==> src/rtl/seg_pkg.sv <==
// Shared scan-state type and display constants for the seven-segment scanner.
// Anode and segment lines are active-low; AN_OFF/SEG_BLANK describe a dark display.
package seg_pkg;

    typedef enum logic {
        BLANK = 1'b0,
        DRIVE = 1'b1
    } scan_state_t;

    localparam logic [6:0] SEG_BLANK = 7'h7F;
    localparam logic       AN_ON     = 1'b0;
    localparam logic       AN_OFF    = 1'b1;

endpackage

==> src/rtl/seg_tick_gen.sv <==
// Free-running 0..REFRESH_DIV-1 counter; tick is high for the single cycle at the top count.
// Latency: tick is decoded combinationally from the registered count; no backpressure.
module seg_tick_gen #(
    parameter int REFRESH_DIV = 50000
) (
    input  logic clk,
    input  logic rst,
    output logic tick
);

    localparam int CNT_W = (REFRESH_DIV > 1) ? $clog2(REFRESH_DIV) : 1;

    logic [CNT_W-1:0] count;

    assign tick = (count == CNT_W'(REFRESH_DIV - 1));

    always_ff @(posedge clk or posedge rst) begin
        if (rst) begin
            count <= '0;
        end else if (tick) begin
            count <= '0;
        end else begin
            count <= count + 1'b1;
        end
    end

endmodule

==> src/rtl/seg_scan_ctrl.sv <==
// Captures UART bytes into a nibble buffer and scans it across NUM_DIGITS common-anode digits.
// Bytes land in the buffer on the strobe edge and show at each digit's next BLANK->DRIVE edge; no backpressure.
module seg_scan_ctrl
    import seg_pkg::*;
#(
    parameter int NUM_DIGITS  = 4,
    parameter int REFRESH_DIV = 50000
) (
    input  logic                  clk,
    input  logic                  rst,
    input  logic [7:0]            rx_data,
    input  logic                  rx_ready,
    input  logic                  clear,
    output logic [3:0]            nib_out,
    input  logic [6:0]            seg_in,
    output logic [6:0]            seg,
    output logic [NUM_DIGITS-1:0] an
);

    localparam int                    PTR_W      = $clog2(NUM_DIGITS);
    localparam logic [NUM_DIGITS-1:0] AN_ALL_OFF = {NUM_DIGITS{AN_OFF}};
    localparam logic [NUM_DIGITS-1:0] DIG_ONE    = NUM_DIGITS'(1);

    logic [3:0]       nib_buf [NUM_DIGITS];
    logic [PTR_W-1:0] ptr;
    scan_state_t      state;
    logic             tick;

    seg_tick_gen #(
        .REFRESH_DIV (REFRESH_DIV)
    ) u_tick (
        .clk  (clk),
        .rst  (rst),
        .tick (tick)
    );

    // Each byte pushes the display left by two digits; clear takes priority over a same-cycle byte.
    always_ff @(posedge clk or posedge rst) begin
        if (rst) begin
            for (int i = 0; i < NUM_DIGITS; i++) begin
                nib_buf[i] <= '0;
            end
        end else if (clear) begin
            for (int i = 0; i < NUM_DIGITS; i++) begin
                nib_buf[i] <= '0;
            end
        end else if (rx_ready) begin
            for (int i = NUM_DIGITS - 1; i >= 2; i--) begin
                nib_buf[i] <= nib_buf[i-2];
            end
            nib_buf[1] <= rx_data[7:4];
            nib_buf[0] <= rx_data[3:0];
        end
    end

    assign nib_out = nib_buf[ptr];

    // The decoder result is latched only when leaving BLANK, so the segments never change while a digit is lit.
    always_ff @(posedge clk or posedge rst) begin
        if (rst) begin
            state <= BLANK;
            ptr   <= '0;
            an    <= AN_ALL_OFF;
            seg   <= SEG_BLANK;
        end else begin
            case (state)
                BLANK: begin
                    state <= DRIVE;
                    seg   <= seg_in;
                    an    <= ~(DIG_ONE << ptr);
                end
                DRIVE: begin
                    if (tick) begin
                        state <= BLANK;
                        an    <= AN_ALL_OFF;
                        if (ptr == PTR_W'(NUM_DIGITS - 1)) begin
                            ptr <= '0;
                        end else begin
                            ptr <= ptr + 1'b1;
                        end
                    end
                end
            endcase
        end
    end

endmodule
==> config.mk <==
export PLATFORM = sky130hd
export DESIGN_NAME = seg_scan_ctrl
export DESIGN_NICKNAME = d
export VERILOG_FILES = /design/src/rtl/seg_pkg.sv /design/src/rtl/seg_tick_gen.sv /design/src/rtl/seg_scan_ctrl.sv
export SDC_FILE = /design/constraint.sdc
export NUM_CORES = 1
export LEC_CHECK = 0
export ABC_AREA = 1
export CORE_MARGIN = 2
export CORE_UTILIZATION = 58
export DETAILED_ROUTE_END_ITERATION = 8
export PLACE_DENSITY = 0.95
export SLEW_MARGIN = 20
export SYNTH_ARGS = -nofsm -noshare
export SYNTH_HDL_FRONTEND = slang
export SYNTH_HIERARCHICAL = 1
export SYNTH_SLANG_ARGS = --single-unit
==> constraint.sdc <==
create_clock -name clk -period 3.8 [get_ports clk]
set_input_delay 0.38 -clock clk [delete_from_list [all_inputs] [get_ports clk]]
set_output_delay 0.38 -clock clk [all_outputs]
set_load 0.01 [all_outputs]
# Word-level counts from Yosys, hierarchy flattened
# Cells that the tools add are included.
classes:
  n_eq_ne: 3
  bitwise: 3
  order_cmp: 1
  addsub: 2
  n_reduce_logical: 2
  mux: 11
  shift: 1
op_table:
  columns: ["operator", "n"]
  rows:
  - ["two-way mux 16 bit", 3]
  - ["adder 16 x 1 -> 16 bit, second input constant", 1]
  - ["== test 16 bit, second input constant", 1]
  - ["two-way mux 4 bit", 3]
  - ["binary-select mux 4 bit (select 2 bit)", 1]
  - ["one-hot mux 4 bit (2 select lines)", 1]
  - ["inverter 4 bit", 1]
  - ["<< shifter 1 x 2 -> 4 bit, first input constant", 1]
  - [">= comparator 3 bit, second input constant", 1]
  - ["inverter 2 -> 3 bit", 1]
  - ["adder 2 x 1 -> 2 bit, second input constant", 1]
  - ["== test 2 bit, second input constant", 1]
  - ["two-way mux 2 bit", 1]
  - ["inequality test 2 x 1 -> 1 bit, second input constant", 1]
  - ["one-hot mux 1 bit (2 select lines)", 1]
  - ["AND reduction 2 bit", 1]
  - ["nonzero test 2 bit", 1]
  - ["two-way mux 1 bit", 1]
  - ["inverter 1 bit", 1]
totals:
  ff_bits: 46
  output_inout_bits: 15
  inputBits: 19

# Depth between registers and ports, before layout
depth:
  ltp_word: 4
  mapped_depth: 9

# Modules after synthesis
# The synthesis kept the hierarchy.
modules_own_cells:
  columns: ["module", "area_each_um2", "seq_area_each_um2", "n_inst", "cells_each"]
  rows:
  - ["seg_scan_ctrl", 1445.1, 764.5, 1, 171]
  - ["seg_tick_gen", 880.8, 400.4, 1, 122]

# Least setup slack after synthesis
# Ideal clock, no wire load.
synth_path:
  path_type: "register to register"
  start: "register u_tick.count[0]"
  end: "register ptr[1]"
  path_slack_ns: 2.425
  n_path_buf: 0
  period_less_slack_ns: 1.375
  stages_incl_launch_ff: 9
  arrival_ns: 1.247
  path_cell_list: "dfrtp_1 -> ha_1 -> nand3_2 -> nor2_1 -> nand2_2 -> inv_2 -> nand2_1 -> nor2_1 -> a21oi_1"
synth_via:
  elab_chain_len: 2
synth_lines:
  columns: ["item", "line_no", "text"]
  rows:
  - ["start, declared", "seg_tick_gen.sv:13", "logic [CNT_W-1:0] count;"]
  - ["start signal, assigned", "seg_tick_gen.sv:23", "count <= count + 1'b1;"]
  - ["== test 16 bit", "seg_tick_gen.sv:15", "assign tick = (count == CNT_W'(REFRESH_DIV - 1));"]
  - ["net tick", "seg_scan_ctrl.sv:27", "logic tick;"]
  - ["AND reduction 2 bit (no line)", null, null]
  - ["end signal, assigned", "seg_scan_ctrl.sv:79", "ptr <= ptr + 1'b1;"]
  - ["end, declared", "seg_scan_ctrl.sv:25", "logic [PTR_W-1:0] ptr;"]
# The timed path passes the listed nets, and every way through them passes these cells.
# A chain may end at the register's enable or synchronous reset.

# Worst setup path after layout
layout_path:
  start: "register ptr[0]"
  end: "output nib_out[0]"
layout_via:
  elab_chain_len: 4
layout_lines:
  columns: ["item", "line_no", "text"]
  rows:
  - ["inverter 2 -> 3 bit (implied by the code)", "seg_scan_ctrl.sv:56", "assign nib_out = nib_buf[ptr];"]
  - ["binary-select mux 4 bit (select 2 bit)", "seg_scan_ctrl.sv:56", null]
  - ["two-way mux 4 bit (implied by the code) (2 in a row)", "seg_scan_ctrl.sv:56", null]
  - ["end, declared", "seg_scan_ctrl.sv:14", "output logic [3:0] nib_out,"]
# Every way passes these cells. The select of a mux whose other input is x is not followed.

==> impl_metrics.ini <==
[status]
outcome = finished clean

[min_path]
min_from = an[0]
hold_class = flip-flop to flip-flop
min_path_cells = 2

[cts]
cts_resized = 0
cts_buffers = 5
cts-root-buf = clkbuf_8
cts_buffer_depth = 2
clk_pin_slew_worst_paths_ns = 0.08
post_cts_buffers = 0
htree_num_levels = 2
postCtsHoldBufs = 0
cts_tree = yes
cts.sinks = 46
clkLatencyLatePin_ns = 0.29

[final_layout]
drive_above_1_share_pct = 9.42
layout_common_cells = 105 x nand2_1, 43 x inv_1, 35 x dfrtp_1, 33 x clkdlybuf4s50_1, 28 x nor2_1
fin_nets = 352
area_delta_synth_final_pct = 18.4
diodes = 0
final_common_cell = nand2_1
nFillCells = 278

[floorplanning]
die_w_um = 67.3
dieArea_mm2 = 0.00453
fp-row-count = 23
initial_core_util_pct = 59.0
ios = 34
fp.coreArea_mm2 = 0.00394
die_h_um = 67.3

[global_route]
antenna_found_initial = 0
grtUsageTotal_pct = 23.5
grt-ovfl-total = 0
grt_first_pass_wirelength_mm = 7.80
grt_max_degree = 31
grt_pass1_vias = 1829

[place]
dpl.hpwl_mm = 3.48
io_buffers = 33
pre_cts_ws_ns = 1.94
place_congestion = 0.794

[timing]
rsz0062_at_grt = no
worst_slew_pin_slew_ns = 0.613
setup_viol = 0
max_freq_mhz = 452
hold_violations = 0
slew_viol_final = 0
post-route-period-util_pct = 58.3
fin_ws_ns = 1.59
finClkSkew_ns = 0.00619
setup_tns_ns = 0
slew_headroom_pct = 59.1
fin_crit_ns = 2.21

[setup_path]
cp.required_ns = 3.42
r2r_cells = 8
end_kind = primary output
startpoint = ptr[0]
r2r_start = u_tick/count[0]
cp_num_cells = 5
path_cells = inv_2, nand2_1, nand3_1, nand2_1, clkdlybuf4s50_1
slowest_stage = dfrtp_1
critPathBufInv = 2
worst-path-max-fanout = 12
critPathMaxStageDelay_ns = 0.57
cp-start-kind = flip-flop
cp_top_family = buffers and inverters
critical_path.most_common_cell = nand2_1
cp_data_arrival_time_ns = 1.83
path_class = flip-flop to primary output

[drt]
ant_nets = 0
wl_mm = 4.59
dr.pass1.iters = 4
vias_per_cell = 5.08
drc = 0
drt_iter0_drc = 118
vias = 1926
post_drt_wl_per_cell_um = 12.1

[job]
maxCapViolCount = 0

[power]
p_leak_nw = 1.44
power_density_mw_per_mm2 = 322
ir_worst_vdd_mv = 0.207

[logic_synthesis]
syn-instance-count = 293
synth-async-reset-ratio_pct = 100
ys_types = 26
ys_seq_elements = 46
synth_fp_nets = 317
synth_area_mm2 = 0.00233
synth-edff-count = 0
syn_area_per_cell_um2 = 7.94
ys_seq_area_share_pct = 50.1
yosys_most_used_dff = dfrtp_1
yosys_warnings = 6
-- registers in the layout, indices dropped and copies added, names as in the netlist --
signal / flops
nib_buf: 16
ptr: 2
state: 1
an: 4
u_tick/count: 16
seg: 7
-- worst paths after layout --
kind                                     to  slack [ns]
max                              nib_out[0]        1.59
min                                   an[0]        0.47
max reg2reg                          ptr[1]        2.15
min reg2reg                           an[0]        0.47
max in group asynchronous  u_tick/count[12]        2.85
min in group asynchronous        nib_buf[3]        0.55
-- report_power, final --
part,switching (mW),leakage (nW),total [mW],internal [mW]
clock network,0.157,0.0482,0.304,0.147
logic,0.0366,0.810,0.0721,0.0355
registers,0.00635,0.578,0.510,0.504
total,0.200,1.44,0.886,0.686
-- cell usage after synthesis (2+ instances only) --
cell,count,area (um2)
nand2_1,105,394
inv_1,44,165
dfrtp_1,35,876
nor2_1,28,105
nand3_1,22,110
dfstp_2,11,289
o21ai_0,8,40.0
buf_6,5,56.3
ha_1,5,62.6
xor2_1,5,43.8
a21oi_1,3,15.0
inv_2,3,11.3
a21boi_1,2,15.0
nand2_2,2,12.5
nand4_1,2,12.5
nor3_1,2,10.0
o21ai_1,2,10.0
-- through the flow --
step                      cells  total power, mW  hold slack, ns  area (um2)  util, %
final                       379            0.886           0.467        2750     69.9
after global routing        379            0.922           0.498        2750     69.9
after CTS                   379            0.894           0.470        2750     69.9
after detailed placement    371            0.592           0.457        2660     67.5
after global placement      371            0.589           0.454        2660     67.5
after floorplan             293            0.553           0.294        2330        -
-- cell type report --
type / instances / area (um2) / share of cell area, %
clock inverter: 1 / 5.00 / 0.182
tap: 50 / 62.6 / 2.27
timing repair buffer: 33 / 330 / 12.0
inverter: 48 / 183 / 6.63
clock buffer: 7 / 86.3 / 3.13
multi-input combinational: 194 / 922 / 33.5
sequential: 46 / 1160 / 42.3
-- per-layer routing --
layer  vias up  routed length, um  global-route usage (%)  part of all wire (%)
met5         -                  0                       0                     0
met1       914               1910                    27.6                    42
met4         0                 87                    8.93                   1.9
met2        45               2420                    41.7                    53
met3        10                178                    5.17                   3.9
li1        957                  -                       -                     -
-- logic make-up after synthesis --
group / Yosys count / share of synthesized area, %
compound gates: 18 / 4.57
buf+inv: 53 / 10.3
simple gates: 166 / 30.5
flops: 46 / 50.1
xor+xnor: 5 / 1.88
fa+ha+maj: 5 / 2.69
-- worst reg2reg max path, stage by stage, from the launching register on --
cell and delay, ns:
dfrtp_1 0.40, ha_1 0.21, nand3_2 0.16, nor2_1 0.16, nand2_2 0.13, inv_2 0.13
nand2_1 0.13, nor2_1 0.15, a21oi_1 0.05
Power figures use the tool's default switching activity.
